[config.mk]
export PLATFORM = sky130hd
export DESIGN_NAME = reg_access_ctrl
export DESIGN_NICKNAME = d
export VERILOG_FILES = /design/src/rtl/reg_access_pkg.sv /design/src/rtl/reg_access_ctrl.sv
export SDC_FILE = /design/constraint.sdc
export NUM_CORES = 1
export LEC_CHECK = 0
export BUFFER_PORTS_ARGS = -buffer_cell sky130_fd_sc_hd__buf_4
export CAP_MARGIN = 20
export CORE_MARGIN = 5
export CORE_UTILIZATION = 25
export CTS_BUF_LIST = sky130_fd_sc_hd__clkbuf_8
export CTS_CLUSTER_SIZE = 24
export DETAILED_ROUTE_END_ITERATION = 7
export PLACE_DENSITY_LB_ADDON = 0.25
export SETUP_SLACK_MARGIN = 0.1
export SLEW_MARGIN = 15
export SYNTH_ARGS = -nofsm -noshare
export SYNTH_HDL_FRONTEND = slang
export SYNTH_SLANG_ARGS = --single-unit
[constraint.sdc]
create_clock -name clk -period 2.2 [get_ports clk]
set_input_delay 0.33 -clock clk [delete_from_list [all_inputs] [get_ports clk]]
set_output_delay 0.33 -clock clk [all_outputs]
set_load 0.02 [all_outputs]
[src/rtl/reg_access_pkg.sv]
// Shared types and defaults for the operand register file command sequencer.
package reg_access_pkg;

    localparam int DATA_W   = 9;
    localparam int IDX_W    = 3;
    localparam int NUM_REGS = 4;

    typedef enum logic [1:0] {
        WRITE = 2'd0,
        READ  = 2'd1,
        MOVE  = 2'd2,
        RSVD  = 2'd3
    } cmd_op_e;

    typedef enum logic [2:0] {
        IDLE,
        WR,
        SEL_A,
        SEL_B,
        CAP_B,
        MV_CAP,
        MV_WR,
        RESP
    } state_e;

    // Register indices are 1-based; 0 means "no access".
    function automatic logic idx_ok(input int idx);
        return (idx >= 1) && (idx <= NUM_REGS);
    endfunction

endpackage

[src/rtl/reg_access_ctrl.sv]
// WRITE/READ/MOVE sequencer in front of the 4-entry operand register file.
// Define REG_ACCESS_BOUNDS_CHK_EN to reject commands that use indices outside 1..NUM_REGS.
module reg_access_ctrl
    import reg_access_pkg::*;
#(
    parameter int DATA_W = reg_access_pkg::DATA_W,
    parameter int IDX_W  = reg_access_pkg::IDX_W
) (
    input  logic              clk,
    input  logic              rst,
    input  logic              cmd_valid,
    output logic              cmd_ready,
    input  logic [1:0]        cmd_op,
    input  logic [IDX_W-1:0]  cmd_dst,
    input  logic [IDX_W-1:0]  cmd_src_a,
    input  logic [IDX_W-1:0]  cmd_src_b,
    input  logic [DATA_W-1:0] cmd_data,
    output logic [IDX_W-1:0]  reg_num,
    output logic [DATA_W-1:0] op,
    output logic [IDX_W-1:0]  reg_sel,
    input  logic [DATA_W-1:0] reg_val,
    output logic              rsp_valid,
    input  logic              rsp_ready,
    output logic [DATA_W-1:0] rsp_a,
    output logic [DATA_W-1:0] rsp_b,
    output logic              err
);

    state_e              state_q;
    cmd_op_e             kind_q;
    logic [IDX_W-1:0]    dst_q, src_b_q;
    logic [IDX_W-1:0]    reg_num_q, reg_sel_q;
    logic [DATA_W-1:0]   wdata_q, rsp_a_q, rsp_b_q;
    logic                rsp_valid_q, err_q;

    cmd_op_e cmd_kind;
    logic    idx_bad;

    assign cmd_kind = cmd_op_e'(cmd_op);

`ifdef REG_ACCESS_BOUNDS_CHK_EN
    always_comb begin
        idx_bad = 1'b0;
        case (cmd_kind)
            WRITE:   idx_bad = !idx_ok(int'(cmd_dst));
            READ:    idx_bad = !idx_ok(int'(cmd_src_a)) || !idx_ok(int'(cmd_src_b));
            MOVE:    idx_bad = !idx_ok(int'(cmd_src_a)) || !idx_ok(int'(cmd_dst));
            default: idx_bad = 1'b0;
        endcase
    end
`else
    assign idx_bad = 1'b0;
`endif

    always_ff @(posedge clk or posedge rst) begin
        if (rst) begin
            state_q     <= IDLE;
            kind_q      <= WRITE;
            dst_q       <= '0;
            src_b_q     <= '0;
            reg_num_q   <= '0;
            reg_sel_q   <= '0;
            wdata_q     <= '0;
            rsp_a_q     <= '0;
            rsp_b_q     <= '0;
            rsp_valid_q <= 1'b0;
            err_q       <= 1'b0;
        end else begin
            err_q <= 1'b0;
            case (state_q)
                IDLE: begin
                    if (cmd_valid) begin
                        kind_q  <= cmd_kind;
                        dst_q   <= cmd_dst;
                        src_b_q <= cmd_src_b;
                        // Rejected commands are consumed without touching the register file.
                        if (cmd_kind == RSVD || idx_bad) begin
                            err_q <= 1'b1;
                        end else if (cmd_kind == WRITE) begin
                            reg_num_q <= cmd_dst;
                            wdata_q   <= cmd_data;
                            state_q   <= WR;
                        end else begin
                            reg_sel_q <= cmd_src_a;
                            state_q   <= SEL_A;
                        end
                    end
                end
                WR: begin
                    reg_num_q <= '0;
                    state_q   <= IDLE;
                end
                SEL_A: begin
                    if (kind_q == MOVE) begin
                        reg_sel_q <= '0;
                        state_q   <= MV_CAP;
                    end else begin
                        reg_sel_q <= src_b_q;
                        state_q   <= SEL_B;
                    end
                end
                SEL_B: begin
                    rsp_a_q   <= reg_val;
                    reg_sel_q <= '0;
                    state_q   <= CAP_B;
                end
                CAP_B: begin
                    rsp_b_q     <= reg_val;
                    rsp_valid_q <= 1'b1;
                    state_q     <= RESP;
                end
                MV_CAP: begin
                    wdata_q   <= reg_val;
                    reg_num_q <= dst_q;
                    state_q   <= MV_WR;
                end
                MV_WR: begin
                    reg_num_q <= '0;
                    state_q   <= IDLE;
                end
                RESP: begin
                    if (rsp_ready) begin
                        rsp_valid_q <= 1'b0;
                        state_q     <= IDLE;
                    end
                end
                default: state_q <= IDLE;
            endcase
        end
    end

    assign cmd_ready = (state_q == IDLE);
    assign reg_num   = reg_num_q;
    assign op        = wdata_q;
    assign reg_sel   = reg_sel_q;
    assign rsp_valid = rsp_valid_q;
    assign rsp_a     = rsp_a_q;
    assign rsp_b     = rsp_b_q;
    assign err       = err_q;

endmodule
# ---- After elaboration in Yosys (flattened, before gate mapping)
# Index checks and enable logic that the tools add are counted.
dict set report op_classes {
  n_addsub 0
  n_mul 0
  n_div 0
  magnitude_cmp 0
  n_eq_ne 14
  n_shift 0
  n_mux 24
  n_bitwise 0
  reduce_logical 13
}
# operator count
set op_table {}
lappend op_table {{$mux W3} 11}
lappend op_table {{$mux W9} 3}
lappend op_table {{$pmux W3 S7} 1}
lappend op_table {{$pmux W3 S3} 2}
lappend op_table {{$pmux W9 S2} 1}
lappend op_table {{$eq A3 B3 Y1 const B} 4}
lappend op_table {{$reduce_and A4 Y1} 3}
lappend op_table {{$ne A2 B2 Y1 const B} 4}
lappend op_table {{$eq A3 B2 Y1 const B} 2}
lappend op_table {{$reduce_bool A3 Y1} 2}
lappend op_table {{$eq A2 B2 Y1 const B} 2}
lappend op_table {{$mux W1} 4}
lappend op_table {{$reduce_and A2 Y1} 2}
lappend op_table {{$reduce_bool A2 Y1} 2}
lappend op_table {{$eq A3 B1 Y1 const B} 1}
lappend op_table {{$logic_not A3 Y1} 1}
lappend op_table {{$reduce_and A3 Y1} 1}
lappend op_table {{$logic_not A2 Y1} 1}
lappend op_table {{$mux W2} 1}
lappend op_table {{$ne A2 B1 Y1 const B} 1}
lappend op_table {{$pmux W1 S2} 1}
lappend op_table {{$reduce_or A2 Y1} 1}
dict set report word_totals {
  ff_bits 46
  latch_bits 0
  ram_bits 0
  romBits 0
  input_bits 33
  out_inout_bits 36
  memories 0
}

# ---- Longest topological paths before layout
dict set report logic_depth {
  word_depth 5
  mapped_depth 5
  ltp_nobuf 4
}

# ---- Worst setup path after synthesis
# Ideal clock, no wire load.
dict set report synth_path {
  kind {register to register}
  start {reg state_q[1]}
  end {reg dst_q[0]}
  setup_time_ns 0.125
  arrival_ns 1.598
  slack_ns 0.477
  stages_incl_launch_ff 6
  path_buffers 1
  path_cell_list {dfrtp_1 -> or3_4 -> inv_1 -> and2_2 -> buf_4 -> mux2_2}
}
dict set report synth_via {
  elab_chain_cells 2
}
# element line
set synth_rtl {}
lappend synth_rtl {{from (decl)} reg_access_ctrl.sv:29} ;# state_e state_q;
lappend synth_rtl {{from (signal assigned)} reg_access_ctrl.sv:57} ;# state_q <= IDLE;
lappend synth_rtl {{from (signal assigned)} reg_access_ctrl.sv:82} ;# state_q <= WR;
lappend synth_rtl {{from (signal assigned)} reg_access_ctrl.sv:85} ;# state_q <= SEL_A;
lappend synth_rtl {{$logic_not A3 Y1} --}
lappend synth_rtl {{net cmd_ready} reg_access_ctrl.sv:12} ;# output logic cmd_ready,
lappend synth_rtl {{$reduce_and A2 Y1 (no line)} --}
lappend synth_rtl {{to (signal assigned)} reg_access_ctrl.sv:74} ;# dst_q <= cmd_dst;
lappend synth_rtl {{to (decl)} reg_access_ctrl.sv:31} ;# logic [IDX_W-1:0] dst_q, src_b_q;
# The timed path passes the listed nets, and every way through them passes these cells.
# A chain may end at the register's enable or synchronous reset.

# ---- Worst setup path after layout
dict set report layout_path {
  start {reg state_q[2]}
  end {out cmd_ready}
}
dict set report layout_via {
  elab_chain_cells 1
}
# element line
set layout_rtl {}
lappend layout_rtl {{$logic_not A3 Y1} reg_access_ctrl.sv:132} ;# assign cmd_ready = (state_q == IDLE);
lappend layout_rtl {{to (decl)} reg_access_ctrl.sv:12}
# No other way between the ends.

==> results.cfg <==
[die]
dieWidth_um = 102
fp.dieH_um = 102
coreArea_sq_um = 8180
die_area_sq_um = 10300
num_rows = 33
ios = 69
floorplan.initialDensity_pct = 25.6

[grt]
grt_pass1_wl_mm = 8.17
grt_use_met3_pct = 5.65
grt_util_all_layers_pct = 10.2
gr-total-overflow = 0
grt_pass1_vias = 1637
met2_usage_pct = 15.4
use_met1_pct = 13.0
top_usage_layer = met2
antenna_found_initial = 0
grt_max_degree = 34

[sta]
hold_ws_ps = 135
finalSetupTns_ps = 0
period_needed_ps = 1740
setup_slack_ps = 458
tightestPinTransition_ps = 706
relSlewSlack_pct = 52.9
setup_viol = 0
fin_crit_sh_pct = 79.2
rsz0062_at_grt = no
slew_viol_final = 0
hold_viol_final = 0
fmax_mhz = 574
fin_skew_ps = 11.8

[clock_network]
cts_tree = built
cts_setup_buffers = 0
clk_pin_slew_ps = 100
cts_root_buffer = clkbuf_8
clock_sinks = 46
clk_latency_ps = 300
cts_resized = 0
numCtsBuffers = 5
clockBufferDepth = 2
hold_buffers = 0
htreeDepth = 2

[route]
first_pass_iters = 4
route.detailed.wl_per_inst_um = 15.1
drtIter0Drc = 33
drc_errors = 0
routed_wl_mm = 4.97
ant_nets = 0
viasPerCell = 4.40
vias = 1447

[cells_and_area]
most-common-layout-cells = buf_4 (74), mux2_2 (47), dfrtp_1 (46), a32o_1 (6)
layout_commonest_cell = buf_4
drive_gt1_share_pct = 62.5
antenna_cells = 0
area_growth_pct = 36.9
fin_nets = 256
final_util_pct = 35.1

[placed_design]
pre_cts_ws_ps = 447
gp_congestion = 0.751
hpwlAfterDp_mm = 3.80
port_buffers = 68

[synth]
synth_ff_type = dfrtp_1
synth.avg_cell_area_sq_um = 14.2
synth_fp_nets = 180
syn-cell-area_sq_um = 2090
yosysSeqAreaShare_pct = 55.0
synth_edf_count = 0
yosysUniqueCellTypes = 30
yosys_register_bits = 46
async_reset_ff_share_pct = 100
netlist_instances = 147
yosysWarningCount = 0

[critical_path]
crit_fanout = 9
critPathArrivalTime_ps = 1410
criticalPathCategory = flip-flop to output port
crit_path_end = cmd_ready
crit_path_start = state_q[2]
cp-end-kind = output port
r2r.worst_path.cells = 4
r2r_start = state_q[2]
regToRegEndpoint = src_b_q[2]
r2r_slack_ps = 490
setup.worst_path.start_class = flip-flop
crit_required_ps = 1870

[hold_path]
hold_path_class = input port to async pin

[power_and_ir_drop]
ir_drop_mv = 0.610
powerDensity_nw_per_um2 = 1530
power.total_uw = 4390
leakage_uw = 0.00131

[status]
status = finished clean

[run]
cap_violations = 0
-- final cells by class --
cell class	count	area, sq um
sequential	46	1150
tap	105	131
clock inverter	3	43.8
fill	809	5310
multi-input combinational	92	902
clock buffer	5	68.8
timing repair buffer	74	556
inverter	4	15.0
-- metrics by stage --
stage          instances  instance area, sq um
3_3_place_gp         321                  2760
6_report             329                  2870
2_1_floorplan        147                  2090
5_1_grt              329                  2870
4_1_cts              329                  2870
3_5_place_dp         321                  2760
-- worst max-delay path: stages, from the launching register on --
cell	delay [ps]
dfrtp_1	490
or3_4	390
inv_1	90
buf_4	140
-- synthesized netlist by cell type (all sizes together) (2+ instances only) --
master | instances | area share (%)
o21ai | 3 | 1.3
nor3b | 2 | 0.72
dfrtp | 46 | 55
nand3b | 2 | 0.72
inv | 4 | 0.72
nand2b | 4 | 1.2
a21oi | 4 | 0.96
a32o | 6 | 2.9
nand2 | 5 | 0.90
buf | 4 | 1.1
and3b | 2 | 0.84
mux2 | 50 | 27
-- sequential cells by signal, summed over array words and instances (netlist names) --
signal     flops
op             9
rsp_a          9
rsp_b          9
dst_q          3
reg_num        3
reg_sel        3
src_b_q        3
state_q        3
kind_q         2
err            1
rsp_valid      1
-- power breakdown --
part / total [uW] / switching, uW / internal [uW]
Sequential: 1530 / 259 / 1270
Combinational: 2210 / 1070 / 1140
Clock: 646 / 305 / 341
Total: 4390 / 1630 / 2760
-- logic make-up after synthesis --
logic type             after synthesis  share of synthesized area [%]
buffers and inverters                9                           1.97
XOR/XNOR                             1                          0.418
AND/OR/NAND/NOR                     23                           7.59
AO/OA/AOI/OAI                       18                           7.65
multiplexers                        50                           27.4
flip-flops                          46                           55.0
-- worst min-delay path by stage --
stage,cells past startpoint,slack (ps),endpoint,startpoint
2_1_floorplan,1,480,rsp_a[0],reg_val[0]
3_3_place_gp,1,490,rsp_a[1],rsp_a[1]
3_5_place_dp,1,500,rsp_a[1],rsp_a[1]
4_1_cts,2,170,rsp_b[0],rst
5_1_grt,2,200,rsp_b[0],rst
6_report,2,140,rsp_b[2],rst
-- layer usage --
metal	share of wire (%)	up-vias
met5	0	-
met4	0.68	0
met3	10	4
met2	45	48
met1	44	704
li1	-	691
Power figures use the tool's default switching activity.
